--- src/rtl/arm_block_xfer_seq_if.sv ---
// ---------------------------------------------------------------------------
// arm_block_xfer_seq_if
// Bundles the block-transfer sequencer's launch, register-file and memory
// signals.
//   start/inst/rn_value       : launch request and captured operands
//   reg_rd_addr/reg_rd_data   : combinational register-file read port
//   reg_wr_en/addr/data       : register-file write port
//   mem_req/we/addr/wdata     : memory request (held until mem_ready)
//   mem_ready/mem_rdata       : memory completion and load data
//   busy/done                 : stall indication and completion pulse
// Modport master is the sequencer; modport slave is the core/memory side.
// ---------------------------------------------------------------------------
interface arm_block_xfer_seq_if;
    logic        start;
    logic [31:0] inst;
    logic [31:0] rn_value;
    logic [3:0]  reg_rd_addr;
    logic [31:0] reg_rd_data;
    logic        reg_wr_en;
    logic [3:0]  reg_wr_addr;
    logic [31:0] reg_wr_data;
    logic        mem_req;
    logic        mem_we;
    logic [31:0] mem_addr;
    logic [31:0] mem_wdata;
    logic        mem_ready;
    logic [31:0] mem_rdata;
    logic        busy;
    logic        done;

    modport master (
        input  start, inst, rn_value, reg_rd_data, mem_ready, mem_rdata,
        output reg_rd_addr, reg_wr_en, reg_wr_addr, reg_wr_data,
               mem_req, mem_we, mem_addr, mem_wdata, busy, done
    );

    modport slave (
        output start, inst, rn_value, reg_rd_data, mem_ready, mem_rdata,
        input  reg_rd_addr, reg_wr_en, reg_wr_addr, reg_wr_data,
               mem_req, mem_we, mem_addr, mem_wdata, busy, done
    );
endinterface

--- src/rtl/arm_block_xfer_seq.sv ---
// ---------------------------------------------------------------------------
// arm_block_xfer_seq
// Multi-cycle sequencer for ARM LDM/STM. Walks the 16-bit register list in
// ascending order, issuing one word transfer per listed register over a
// request/ready handshake, then optionally writes back the base register.
// Ports:
//   clk   : rising-edge clock
//   rst_n : asynchronous active-low reset
//   bus   : arm_block_xfer_seq_if.master (launch, register file, memory,
//           busy/done)
// ---------------------------------------------------------------------------
module arm_block_xfer_seq (
    input logic                  clk,
    input logic                  rst_n,
    arm_block_xfer_seq_if.master bus
);

    typedef enum logic [2:0] {
        S_IDLE  = 3'd0,
        S_SETUP = 3'd1,
        S_XFER  = 3'd2,
        S_WB    = 3'd3,
        S_DONE  = 3'd4
    } state_t;

    state_t      state_q, state_d;
    logic [31:0] inst_q, inst_d;
    logic [31:0] rn_q, rn_d;
    logic [15:0] mask_q, mask_d;
    logic [31:0] addr_q, addr_d;
    logic [31:0] wb_q, wb_d;

    function automatic logic [4:0] popcount16(input logic [15:0] v);
        logic [4:0] c;
        c = 5'd0;
        for (int i = 0; i < 16; i++) begin
            c = c + {4'd0, v[i]};
        end
        return c;
    endfunction

    // Scan downward so the lowest set bit is the one left standing.
    function automatic logic [3:0] lowest_idx(input logic [15:0] v);
        logic [3:0] idx;
        idx = 4'd0;
        for (int i = 15; i >= 0; i--) begin
            if (v[i]) idx = 4'(i);
        end
        return idx;
    endfunction

    logic        p_bit, u_bit, w_bit, l_bit;
    logic [3:0]  rn_idx;
    logic [15:0] list;
    logic [4:0]  n_regs;
    logic [31:0] four_n;
    logic [31:0] start_addr;
    logic [3:0]  cur;
    logic [15:0] cur_oh;
    logic [15:0] mask_rest;

    assign p_bit     = inst_q[24];
    assign u_bit     = inst_q[23];
    assign w_bit     = inst_q[21];
    assign l_bit     = inst_q[20];
    assign rn_idx    = inst_q[19:16];
    assign list      = inst_q[15:0];
    assign n_regs    = popcount16(list);
    assign four_n    = {25'd0, n_regs, 2'b00};
    assign cur       = lowest_idx(mask_q);
    assign cur_oh    = 16'h0001 << cur;
    assign mask_rest = mask_q & ~cur_oh;

    always_comb begin
        case ({p_bit, u_bit})
            2'b01:   start_addr = rn_q;                      // IA
            2'b11:   start_addr = rn_q + 32'd4;              // IB
            2'b00:   start_addr = rn_q - four_n + 32'd4;     // DA
            default: start_addr = rn_q - four_n;             // DB
        endcase
    end

    // State register
    always_ff @(posedge clk or negedge rst_n) begin
        if (!rst_n) begin
            state_q <= S_IDLE;
        end else begin
            state_q <= state_d;
        end
    end

    // Operand and walk registers
    always_ff @(posedge clk or negedge rst_n) begin
        if (!rst_n) begin
            inst_q <= 32'd0;
            rn_q   <= 32'd0;
            mask_q <= 16'd0;
            addr_q <= 32'd0;
            wb_q   <= 32'd0;
        end else begin
            inst_q <= inst_d;
            rn_q   <= rn_d;
            mask_q <= mask_d;
            addr_q <= addr_d;
            wb_q   <= wb_d;
        end
    end

    always_comb begin
        inst_d = inst_q;
        rn_d   = rn_q;
        mask_d = mask_q;
        addr_d = addr_q;
        wb_d   = wb_q;
        case (state_q)
            S_IDLE: begin
                if (bus.start) begin
                    inst_d = bus.inst;
                    rn_d   = bus.rn_value;
                end
            end
            S_SETUP: begin
                mask_d = list;
                addr_d = start_addr;
                wb_d   = u_bit ? (rn_q + four_n) : (rn_q - four_n);
            end
            S_XFER: begin
                if (bus.mem_ready) begin
                    mask_d = mask_rest;
                    addr_d = addr_q + 32'd4;
                end
            end
            default: ;
        endcase
    end

    // Next-state logic
    always_comb begin
        state_d = state_q;
        case (state_q)
            S_IDLE:  if (bus.start) state_d = S_SETUP;
            S_SETUP: state_d = (n_regs == 5'd0) ? S_DONE : S_XFER;
            S_XFER: begin
                if (bus.mem_ready && (mask_rest == 16'd0)) begin
                    state_d = w_bit ? S_WB : S_DONE;
                end
            end
            S_WB:    state_d = S_DONE;
            S_DONE:  state_d = S_IDLE;
            default: state_d = S_IDLE;
        endcase
    end

    // Output logic: every output is decoded from state, so an asynchronous
    // reset zeroes them all immediately.
    always_comb begin
        bus.reg_rd_addr = 4'd0;
        bus.reg_wr_en   = 1'b0;
        bus.reg_wr_addr = 4'd0;
        bus.reg_wr_data = 32'd0;
        bus.mem_req     = 1'b0;
        bus.mem_we      = 1'b0;
        bus.mem_addr    = 32'd0;
        bus.mem_wdata   = 32'd0;
        bus.busy        = (state_q != S_IDLE);
        bus.done        = 1'b0;
        case (state_q)
            S_XFER: begin
                bus.mem_req  = 1'b1;
                bus.mem_we   = ~l_bit;
                bus.mem_addr = addr_q;
                if (!l_bit) begin
                    bus.reg_rd_addr = cur;
                    bus.mem_wdata   = bus.reg_rd_data;
                end else if (bus.mem_ready) begin
                    bus.reg_wr_en   = 1'b1;
                    bus.reg_wr_addr = cur;
                    bus.reg_wr_data = bus.mem_rdata;
                end
            end
            S_WB: begin
                // A load that included the base keeps the loaded value.
                if (!(l_bit && list[rn_idx])) begin
                    bus.reg_wr_en   = 1'b1;
                    bus.reg_wr_addr = rn_idx;
                    bus.reg_wr_data = wb_q;
                end
            end
            S_DONE: bus.done = 1'b1;
            default: ;
        endcase
    end

endmodule

--- src/flat_wrapper.sv ---
// flat-port wrapper written by rule: the top's interface ports become plain ports
module arm_block_xfer_seq_flat 
  (clk, rst_n, bus_start, bus_inst, bus_rn_value, bus_reg_rd_data, bus_mem_ready, bus_mem_rdata, bus_reg_rd_addr, bus_reg_wr_en, bus_reg_wr_addr, bus_reg_wr_data, bus_mem_req, bus_mem_we, bus_mem_addr, bus_mem_wdata, bus_busy, bus_done);
  arm_block_xfer_seq_if bus_i ();
  input logic clk;
  input logic rst_n;
  input wire logic [$bits(bus_i.start)-1:0] bus_start;
  input wire logic [$bits(bus_i.inst)-1:0] bus_inst;
  input wire logic [$bits(bus_i.rn_value)-1:0] bus_rn_value;
  input wire logic [$bits(bus_i.reg_rd_data)-1:0] bus_reg_rd_data;
  input wire logic [$bits(bus_i.mem_ready)-1:0] bus_mem_ready;
  input wire logic [$bits(bus_i.mem_rdata)-1:0] bus_mem_rdata;
  output wire logic [$bits(bus_i.reg_rd_addr)-1:0] bus_reg_rd_addr;
  output wire logic [$bits(bus_i.reg_wr_en)-1:0] bus_reg_wr_en;
  output wire logic [$bits(bus_i.reg_wr_addr)-1:0] bus_reg_wr_addr;
  output wire logic [$bits(bus_i.reg_wr_data)-1:0] bus_reg_wr_data;
  output wire logic [$bits(bus_i.mem_req)-1:0] bus_mem_req;
  output wire logic [$bits(bus_i.mem_we)-1:0] bus_mem_we;
  output wire logic [$bits(bus_i.mem_addr)-1:0] bus_mem_addr;
  output wire logic [$bits(bus_i.mem_wdata)-1:0] bus_mem_wdata;
  output wire logic [$bits(bus_i.busy)-1:0] bus_busy;
  output wire logic [$bits(bus_i.done)-1:0] bus_done;
  assign bus_i.start = bus_start;
  assign bus_i.inst = bus_inst;
  assign bus_i.rn_value = bus_rn_value;
  assign bus_i.reg_rd_data = bus_reg_rd_data;
  assign bus_i.mem_ready = bus_mem_ready;
  assign bus_i.mem_rdata = bus_mem_rdata;
  assign bus_reg_rd_addr = bus_i.reg_rd_addr;
  assign bus_reg_wr_en = bus_i.reg_wr_en;
  assign bus_reg_wr_addr = bus_i.reg_wr_addr;
  assign bus_reg_wr_data = bus_i.reg_wr_data;
  assign bus_mem_req = bus_i.mem_req;
  assign bus_mem_we = bus_i.mem_we;
  assign bus_mem_addr = bus_i.mem_addr;
  assign bus_mem_wdata = bus_i.mem_wdata;
  assign bus_busy = bus_i.busy;
  assign bus_done = bus_i.done;
  arm_block_xfer_seq u_core (.clk(clk), .rst_n(rst_n), .bus(bus_i));
endmodule
--- config.mk ---
export PLATFORM = sky130hd
export DESIGN_NAME = arm_block_xfer_seq_flat
export DESIGN_NICKNAME = d
export VERILOG_FILES = /design/src/rtl/arm_block_xfer_seq_if.sv /design/src/rtl/arm_block_xfer_seq.sv /design/src/flat_wrapper.sv
export SDC_FILE = /design/constraint.sdc
export NUM_CORES = 1
export LEC_CHECK = 0
export BUFFER_PORTS_ARGS = -buffer_cell sky130_fd_sc_hd__buf_2
export CAP_MARGIN = 40
export CORE_ASPECT_RATIO = 1.75
export CORE_MARGIN = 2
export CORE_UTILIZATION = 30
export DETAILED_ROUTE_END_ITERATION = 10
export PLACE_DENSITY_LB_ADDON = 0.05
export SYNTH_ARGS = -nofsm -noshare
export SYNTH_HDL_FRONTEND = slang
export SYNTH_SLANG_ARGS = --single-unit
--- constraint.sdc ---
create_clock -name clk -period 17.3 [get_ports clk]
set_input_delay 1.73 -clock clk [delete_from_list [all_inputs] [get_ports clk]]
set_output_delay 1.73 -clock clk [all_outputs]
set_load 0.05 [all_outputs]
After elaboration in Yosys (flattened, before gate mapping)
Index checks and enable logic that the tools add are counted.
{ "word_totals": {"register_bits": 140, "latchBits": 0, "ramBits": 0, "rom_bits": 0, "output_inout_bits": 109, "elab_cells": 100, "mem_count": 0} }
{ "op_classes": {"n_addsub": 20, "mul": 0, "n_div": 0, "n_lt_le_gt_ge": 1, "eq_ne": 9, "shifts": 1, "muxes": 49, "n_bitwise": 3, "reduce_logical": 11} }
{ "ops": {"columns": ["cell", "n"], "rows": [
  ["2-to-1 mux 32 bit", 8],
  ["one-hot mux 32 bit (2 select lines)", 2],
  ["adder 32 x 3 -> 32 bit (second input constant)", 3],
  ["one-hot mux 32 bit (3 select lines)", 1],
  ["2-to-1 mux 4 bit", 21],
  ["adder 5 x 1 -> 5 bit", 13],
  ["adder 32 x 7 -> 32 bit", 1],
  ["one-hot mux 16 bit (2 select lines)", 1],
  ["subtractor 32 x 7 -> 32 bit", 1],
  ["bitwise AND 16 bit", 1],
  ["zero test 16 bit", 1],
  ["2-to-1 mux 16 bit", 1],
  ["NOT 16 bit", 1],
  ["<< shifter 1 x 4 -> 16 bit (first input constant)", 1],
  ["2-to-1 mux 3 bit", 4],
  ["one-hot mux 3 bit (4 select lines)", 1],
  ["one-hot mux 4 bit (2 select lines)", 1],
  ["2-to-1 mux 1 bit", 7],
  ["equality test 3 x 2 -> 1 bit (second input constant)", 2],
  ["AND reduction 2 bit", 3],
  ["zero test 5 bit", 1],
  ["< comparator 4 x 5 -> 1 bit (second input constant)", 1],
  ["binary-select mux 1 bit (select 4 bit)", 1],
  ["inequality test 2 bit (second input constant)", 2],
  ["other kinds (14)", 15]
]} }

Logic depth before layout (Yosys ltp)
Gate-level depths: netlist (run 1).
{ "logic_depth": {"word_depth": 23, "ltp_mapped": 25} }

Worst setup path after synthesis (run 1)
OpenSTA, ideal clock, no wires.
{ "synth_timing": {"path_kind": "flip-flop to flip-flop", "startpoint": "register u_core.inst_q[0]", "endpoint": "register u_core.addr_q[19]", "setup_ns": 0.143, "t_arrival_ns": 6.364, "slack_ns": 10.793, "stages_incl_launch_ff": 23, "path_cell_list": "dfrtp_1 > fa_1 > inv_1 > fa_1 > fa_1 > fa_1 > fa_1 > inv_1 > ha_1 > a21o_1 > a21oi_1 > xnor2_1 > ha_1 > buf_2 > a221o_1 > and2_1 > o41a_1 > a2111oi_2 > nand2_1 > nor4_2 > xnor2_1 > a221oi_2 > o221ai_1"} }
{ "synth_via": {"elab_chain_len": 19} }
{ "synth_rtl": {"columns": ["item", "line", "text"], "rows": [
  ["start: declaration", "arm_block_xfer_seq.sv:27", "logic [31:0] inst_q, inst_d;"],
  ["start signal: assignment", "arm_block_xfer_seq.sv:101", "inst_q <= inst_d;"],
  ["adder 1 x 1 -> 2 bit (*)", "arm_block_xfer_seq.sv:37", "c = c + {4'd0, v[i]};"],
  ["adder 2 x 1 -> 3 bit (*)", "arm_block_xfer_seq.sv:37", null],
  ["adder 5 x 1 -> 5 bit (*) (13 in a row)", "arm_block_xfer_seq.sv:37", null],
  ["subtractor 32 x 7 -> 32 bit (*)", "arm_block_xfer_seq.sv:78, arm_block_xfer_seq.sv:79", null],
  ["adder 32 x 3 -> 32 bit", "arm_block_xfer_seq.sv:78", "2'b00: start_addr = rn_q - four_n + 32'd4;"],
  ["one-hot mux 32 bit (3 select lines) (*)", "arm_block_xfer_seq.sv:75", "case ({p_bit, u_bit})"],
  ["one-hot mux 32 bit (2 select lines) (*)", "arm_block_xfer_seq.sv:115", "case (state_q)"],
  ["end signal: assignment", "arm_block_xfer_seq.sv:104", "addr_q <= addr_d;"],
  ["end: declaration", "arm_block_xfer_seq.sv:30", "logic [31:0] addr_q, addr_d;"]
]} }
Mark *: on every way between the ends. The rest lies on a longest branch, timed or not.
A chain may end at the register's enable or synchronous reset.

Final worst setup path (run 1)
{ "layout_timing": {"startpoint": "register u_core.inst_q[0]", "endpoint": "register u_core.addr_q[21]"} }
The elaborated chain is that of the path after synthesis.

==> results.yml, run 1 <==
timing:
  period_needed_ns: 7.617
  worst_pin_slew_ns: 0.8815
  fmax_mhz: 131.3
  whs_ns: 0.4801
  report.final.hold_viol_count: 0
  tns_ns: 0
  finClkSkew_ns: 0.009188
  maxSlewHeadroom_pct: 40.91
  final_max_slew_viol_count: 0
  min_period_over_period_pct: 44.03
  rsz0062_at_grt: "no"
  finalSetupViolCount: 0
  finalWorstSetupSlack_ns: 9.683
critical_path:
  cp.depth: 24
  cp_data_required_time_ns: 17.61
  reg2regPathDepth: 24
  cp.arrival_ns: 7.92
  slowest_stage: "fa_1"
  r2r_start: "u_core.inst_q[0]"
  critical_path.endpoint: "u_core.addr_q[21]"
  worstSetupStartpoint: "u_core.inst_q[0]"
  cp-start-kind: "flip-flop"
  path_cells: "fa_1, inv_1, fa_1, fa_1, fa_1, fa_1, inv_1, ha_1, inv_1, fa_1, nor2b_1, o21a_1, inv_1, ha_1, clkinv_1, and2_0, nand2_1, o41a_1, a2111oi_2, nand3_1, mux2i_1, mux2_2, o21ai_0, o211ai_1"
  cp_top_family: "adder cells"
  path_buf_inv: 5
  path_max_fanout: 10
  endpoint_kind: "flip-flop"
  r2r-end: "u_core.addr_q[21]"
  cpMostUsedCell: "fa_1"
  r2r_slack_ns: 9.68
  worstSetupPathType: "reg2reg"
  crit_path_max_incr_delay_ns: 0.55
synth:
  syn_inst: 1407
  synthesis.nets: 1572
  synth_largest_area_cell: "dfrtp_1"
  synthMuxAreaShare_pct: 5.949
  synth-compound-area-share_pct: 21.86
  yosysSeqAreaShare_pct: 30.74
  synth_flop_cell: "dfrtp_1"
  post_synth.cell_area_avg_um2: 8.042
  ys_ff_latch: 139
  mappedNetlistArea_um2: 11310
  synth_edf_count: 0
  synth.most_common_cell: "nand2_1"
  synth.top_cell.area_share_pct: 30.74
  synthAdderAreaFrac_pct: 4.445
  async_flop_share_pct: 100.0
  synth_area_leaders: "dfrtp_1 31%, nand2_1 6.1%, o21ai_0 5.2%, a21oi_1 4.0%, mux2_2 3.9%"
  synth-xor-area-share_pct: 6.038
  synth_top_family_by_area: "simple AND/OR/NAND/NOR gates"
  synthTopCellsByCount: "183 x nand2_1, 139 x dfrtp_1, 117 x o21ai_0"
  yosys_warnings: 0
  synthSimpleGateAreaFrac_pct: 25.75
  synthDistinctLibCells: 88
global_routing:
  grt_pass1_vias: 10910
  grt_usage_pct: 22.52
  grt_max_degree: 87
  grt_pass1_wl_um: 66680
  antenna_found_initial: 0
  gr-total-overflow: 0
route:
  drc: 0
  drtAntennaViolNets: 0
  firstDrtPassIters: 5
  viasPerCell: 5.340
  routedWlPerCell_um: 21.44
  wl_um: 44510
  via_count: 11090
  drtIter0Drc: 631
worst_hold_path:
  hp-class: "reg2reg"
cts:
  ctsRootBufferMaster: "clkbuf_16"
  cts_sinks: 139
  path_clk_slew_ns: 0.07
  cts_made_buffers: 17
  clkLatencyLatePin_ns: 0.45
  htreeDepth: 4
  cts-hold-fix-buffers: 0
  cts_buffer_depth: 2
  cts_resized: 0
  post_cts_buffers: 0
  cts_tree: "done"
floorplan:
  die-area_um2: 39350
  coreArea_um2: 37400
  ios: 241
  die_w_um: 150.8
  fp-row-count: 94
  start_util_pct: 30.25
  fp.dieH_um: 260.9
placed_design:
  hpwl_um: 34470
  gp_congestion: 0.9252
  io_buffers: 232
  place_ws_ns: 9.747
run_status:
  status: "completed"
cells_and_area:
  multi_input_area_um2: 7273
  ff_latch_area_um2: 3478
  nets: 1748
  drive_gt1_share_pct: 22.93
  diodes: 0
  syn_to_final_growth_pct: 19.69
  fillers: 4002
flow_run:
  drv_cap: 0
-- cell type report --
class	count	share of cell area, %
Clock buffer	19	3.197
Clock inverter	13	1.229
Inverter	49	1.358
Multi-Input combinational cell	1117	53.70
Sequential cell	139	25.68
Tap cell	480	4.435
Timing Repair Buffer	259	10.39
-- flip-flops by register name, indices dropped and copies added, names as in the netlist --
signal / cells
u_core.addr_q: 32
u_core.wb_q: 32
u_core.mask_q: 16
u_core.state_q: 3
u_core.rn_q: 32
u_core.inst_q: 24
-- layout by cell type, fill, tap and decap left out, types with 41 or more instances in the layout --
cell type / netlist / layout
buf_2: 6 / 232
nand2_1: 183 / 183
dfrtp_1: 139 / 139
o21ai_0: 117 / 117
nor2_1: 101 / 99
a21oi_1: 90 / 89
and3_1: 58 / 58
inv_1: 47 / 47
xnor2_1: 44 / 44
nand3_1: 43 / 43
and2_1: 41 / 41
-- metal layers --
layer	vias to the layer above	routed length, µm	GRT usage (%)
met1	5304	16730	24.66
met3	80	1560	2.710
met2	300	23920	42.03
met4	0	2291	11.37
li1	5402	-	-
met5	-	0	0
-- per-stage QoR --
stage / area (µm²) / std cells / utilization [%]
final: 13540 / 2076 / 36.21
after global routing: 13540 / 2076 / 36.21
after CTS: 13540 / 2076 / 36.21
after detailed placement: 12940 / 2044 / 34.61
after global placement: 12870 / 2039 / 34.41
after floorplan: 11310 / 1407 / -
-- worst reg2reg max path, cell delays in order, from the launching register on --
cell       delay [ns]
dfrtp_1          0.47
fa_1             0.56
inv_1            0.05
fa_1             0.47
fa_1             0.50
fa_1             0.54
fa_1             0.41
inv_1            0.07
ha_1             0.17
inv_1            0.06
fa_1             0.40
nor2b_1          0.13
o21a_1           0.24
inv_1            0.07
ha_1             0.33
clkinv_1         0.27
and2_0           0.37
nand2_1          0.26
o41a_1           0.50
a2111oi_2        0.54
nand3_1          0.16
mux2i_1          0.20
mux2_2           0.35
o21ai_0          0.23
o211ai_1         0.13
-- worst min path at each step --
stage	start	end	slack (ns)	cells past startpoint
2_1_floorplan	u_core.addr_q[0]	u_core.addr_q[0]	0.44	2
4_1_cts	u_core.addr_q[0]	u_core.addr_q[0]	0.48	2
3_5_place_dp	u_core.addr_q[1]	u_core.addr_q[1]	0.46	2
6_report	u_core.addr_q[0]	u_core.addr_q[0]	0.48	2
3_3_place_gp	u_core.addr_q[0]	u_core.addr_q[0]	0.46	2
5_1_grt	u_core.addr_q[1]	u_core.addr_q[1]	0.50	2
-- logic make-up after synthesis --
logic type,count (synthesis)
AND/OR/NAND/NOR,567
buffers and inverters,151
multiplexers,56
AO/OA/AOI/OAI,383
flip-flops,139
XOR/XNOR,78
adder cells (fa/ha/maj),33
Power of run 1 is left out: the tool's default activity adds up to more than one toggle a clock period on the data nets, which glitch-free logic cannot reach.
==> run 2: changes to the inputs <==
==> constraint.sdc (replaced) <==
create_clock -name clk -period 7 [get_ports clk]
set_input_delay 0.7 -clock clk [delete_from_list [all_inputs] [get_ports clk]]
set_output_delay 0.7 -clock clk [all_outputs]
set_load 0.05 [all_outputs]
==> results.yml, run 2 (same netlist as run 1, synthesis figures left out) <==
critical_path:
  cp_data_required_time_ns: 7.38
  path_max_fanout: 6
  endpoint_kind: "flip-flop"
  worstSetupPathType: "reg2reg"
  cp-start-kind: "flip-flop"
  r2r_slack_ns: 0.11
  cp.arrival_ns: 7.27
global_routing:
  grt_usage_pct: 23.39
  grt_pass1_wl_um: 68530
  grt_max_degree: 70
  gr-total-overflow: 0
  grt_pass1_vias: 11270
  antenna_found_initial: 0
route:
  firstDrtPassIters: 5
  drtAntennaViolNets: 0
  via_count: 11460
  routedWlPerCell_um: 21.43
  drtIter0Drc: 596
  viasPerCell: 5.315
  drc: 0
  wl_um: 46190
placed_design:
  hpwl_um: 36370
  io_buffers: 232
  gp_congestion: 1.010
cells_and_area:
  reg.largest.list: "u_core.addr_q: 32 flops, u_core.rn_q: 32 flops, u_core.wb_q: 32 flops"
  syn_to_final_growth_pct: 27.28
  drive_gt1_share_pct: 28.76
  final_common_cell: "buf_2"
  diodes: 0
  nets: 1828
  multi_input_area_um2: 7540
  final_util_pct: 38.51
  fillers: 4002
  ff_latch_area_um2: 3478
  final_cell_mix: "232 x buf_2, 183 x nand2_1, 139 x dfrtp_1"
floorplan:
  fp.dieH_um: 260.9
  start_util_pct: 30.25
  die-area_um2: 39350
  coreArea_um2: 37400
  die_w_um: 150.8
  ios: 241
  fp-row-count: 94
cts:
  cts_sinks: 139
  cts_made_buffers: 17
  cts_buffer_depth: 2
  path_clk_slew_ns: 0.06
  htreeDepth: 4
  cts-hold-fix-buffers: 0
  ctsRootBufferMaster: "clkbuf_16"
  cts_tree: "done"
  clkLatencyLatePin_ns: 0.45
timing:
  worst_pin_slew_ns: 0.9139
  period_needed_ns: 6.890
  report.final.hold_viol_count: 0
  final_max_slew_viol_count: 0
  finClkSkew_ns: 0.01700
  maxSlewHeadroom_pct: 38.51
  fmax_mhz: 145.1
  min_period_over_period_pct: 98.44
  rsz0062_at_grt: "yes"
  finalSetupViolCount: 0
run_status:
  status: "completed"
flow_run:
  drv_cap: 0
worst_hold_path:
  hp-class: "in2async"
[run 2: changes by cell type in the layout (fill, tap and decap cells not counted), sizes merged]
cell,change
buf,+80
bufinv,-2
clkinvlp,+2
[run 2: final timing paths]
check                                       from                end  cells after the start
worst min register to register  u_core.addr_q[1]   u_core.addr_q[1]                      2
max in group asynchronous                  rst_n    u_core.wb_q[30]                      2
worst max-delay path            u_core.inst_q[2]  u_core.addr_q[27]                     26
min in group clk                 bus_rn_value[3]     u_core.rn_q[3]                      3
worst max register to register  u_core.inst_q[2]  u_core.addr_q[27]                     26
worst min-delay path                       rst_n   u_core.addr_q[4]                      1
[run 2: cell type report]
| type | instances | area share [%] |
|---|---|---|
| sequential | 139 | 24.15 |
| clock inverter | 13 | 0.8427 |
| tap | 480 | 4.170 |
| multi-input combinational | 1117 | 52.35 |
| inverter | 49 | 1.295 |
| clock buffer | 19 | 3.006 |
| timing repair buffer | 339 | 14.18 |
[run 2: worst max-delay path, stage by stage, from the launching register on]
cell and delay (ns):
dfrtp_1 0.40, fa_1 0.55, inv_2 0.04, fa_1 0.46, fa_1 0.40, fa_1 0.51
fa_2 0.62, inv_1 0.05, ha_1 0.29, a21o_1 0.16, a21oi_2 0.17, xnor2_2 0.19
inv_1 0.12, ha_4 0.19, or2b_1 0.19, buf_6 0.11, nand3_2 0.08, or3_1 0.37
a211o_1 0.34, a2111oi_4 0.41, buf_6 0.18, nand4_1 0.15, buf_6 0.17, nand3b_1 0.16
xor2_1 0.17, o21ai_1 0.14, o2111a_1 0.20
[run 2: metal layers]
layer	track usage [%]	share of wire [%]	vias up
met2	43.42	54	312
met5	0	0	-
met3	2.378	2.9	88
li1	-	-	5571
met1	25.96	38	5488
met4	12.10	5.3	0
[run 2: what timing repair did]
action                     4_1_cts  5_1_grt
gates resized for setup          3       59
pin swaps                        1       26
buffers inserted                 0        9
gates cloned                     0        0
setup endpoints to repair        5       22
[run 2: through the flow]
step | setup slack (ns) | setup TNS (ns) | instances | cell area (µm²) | hold WS [ns]
after global placement | -0.01992 | -0.01992 | 2111 | 13400 | 0.4589
after floorplan | 0.4934 | 0 | 1407 | 11310 | 0.4044
final | 0.1095 | 0 | 2156 | 14400 | 0.1799
after detailed placement | -0.01611 | -0.01611 | 2116 | 13490 | 0.4554
after CTS | 0.003781 | 0 | 2148 | 14060 | 0.1868
after global routing | -0.1554 | -0.5722 | 2156 | 14400 | 0.2102
Power of run 2 is left out for the same reason.
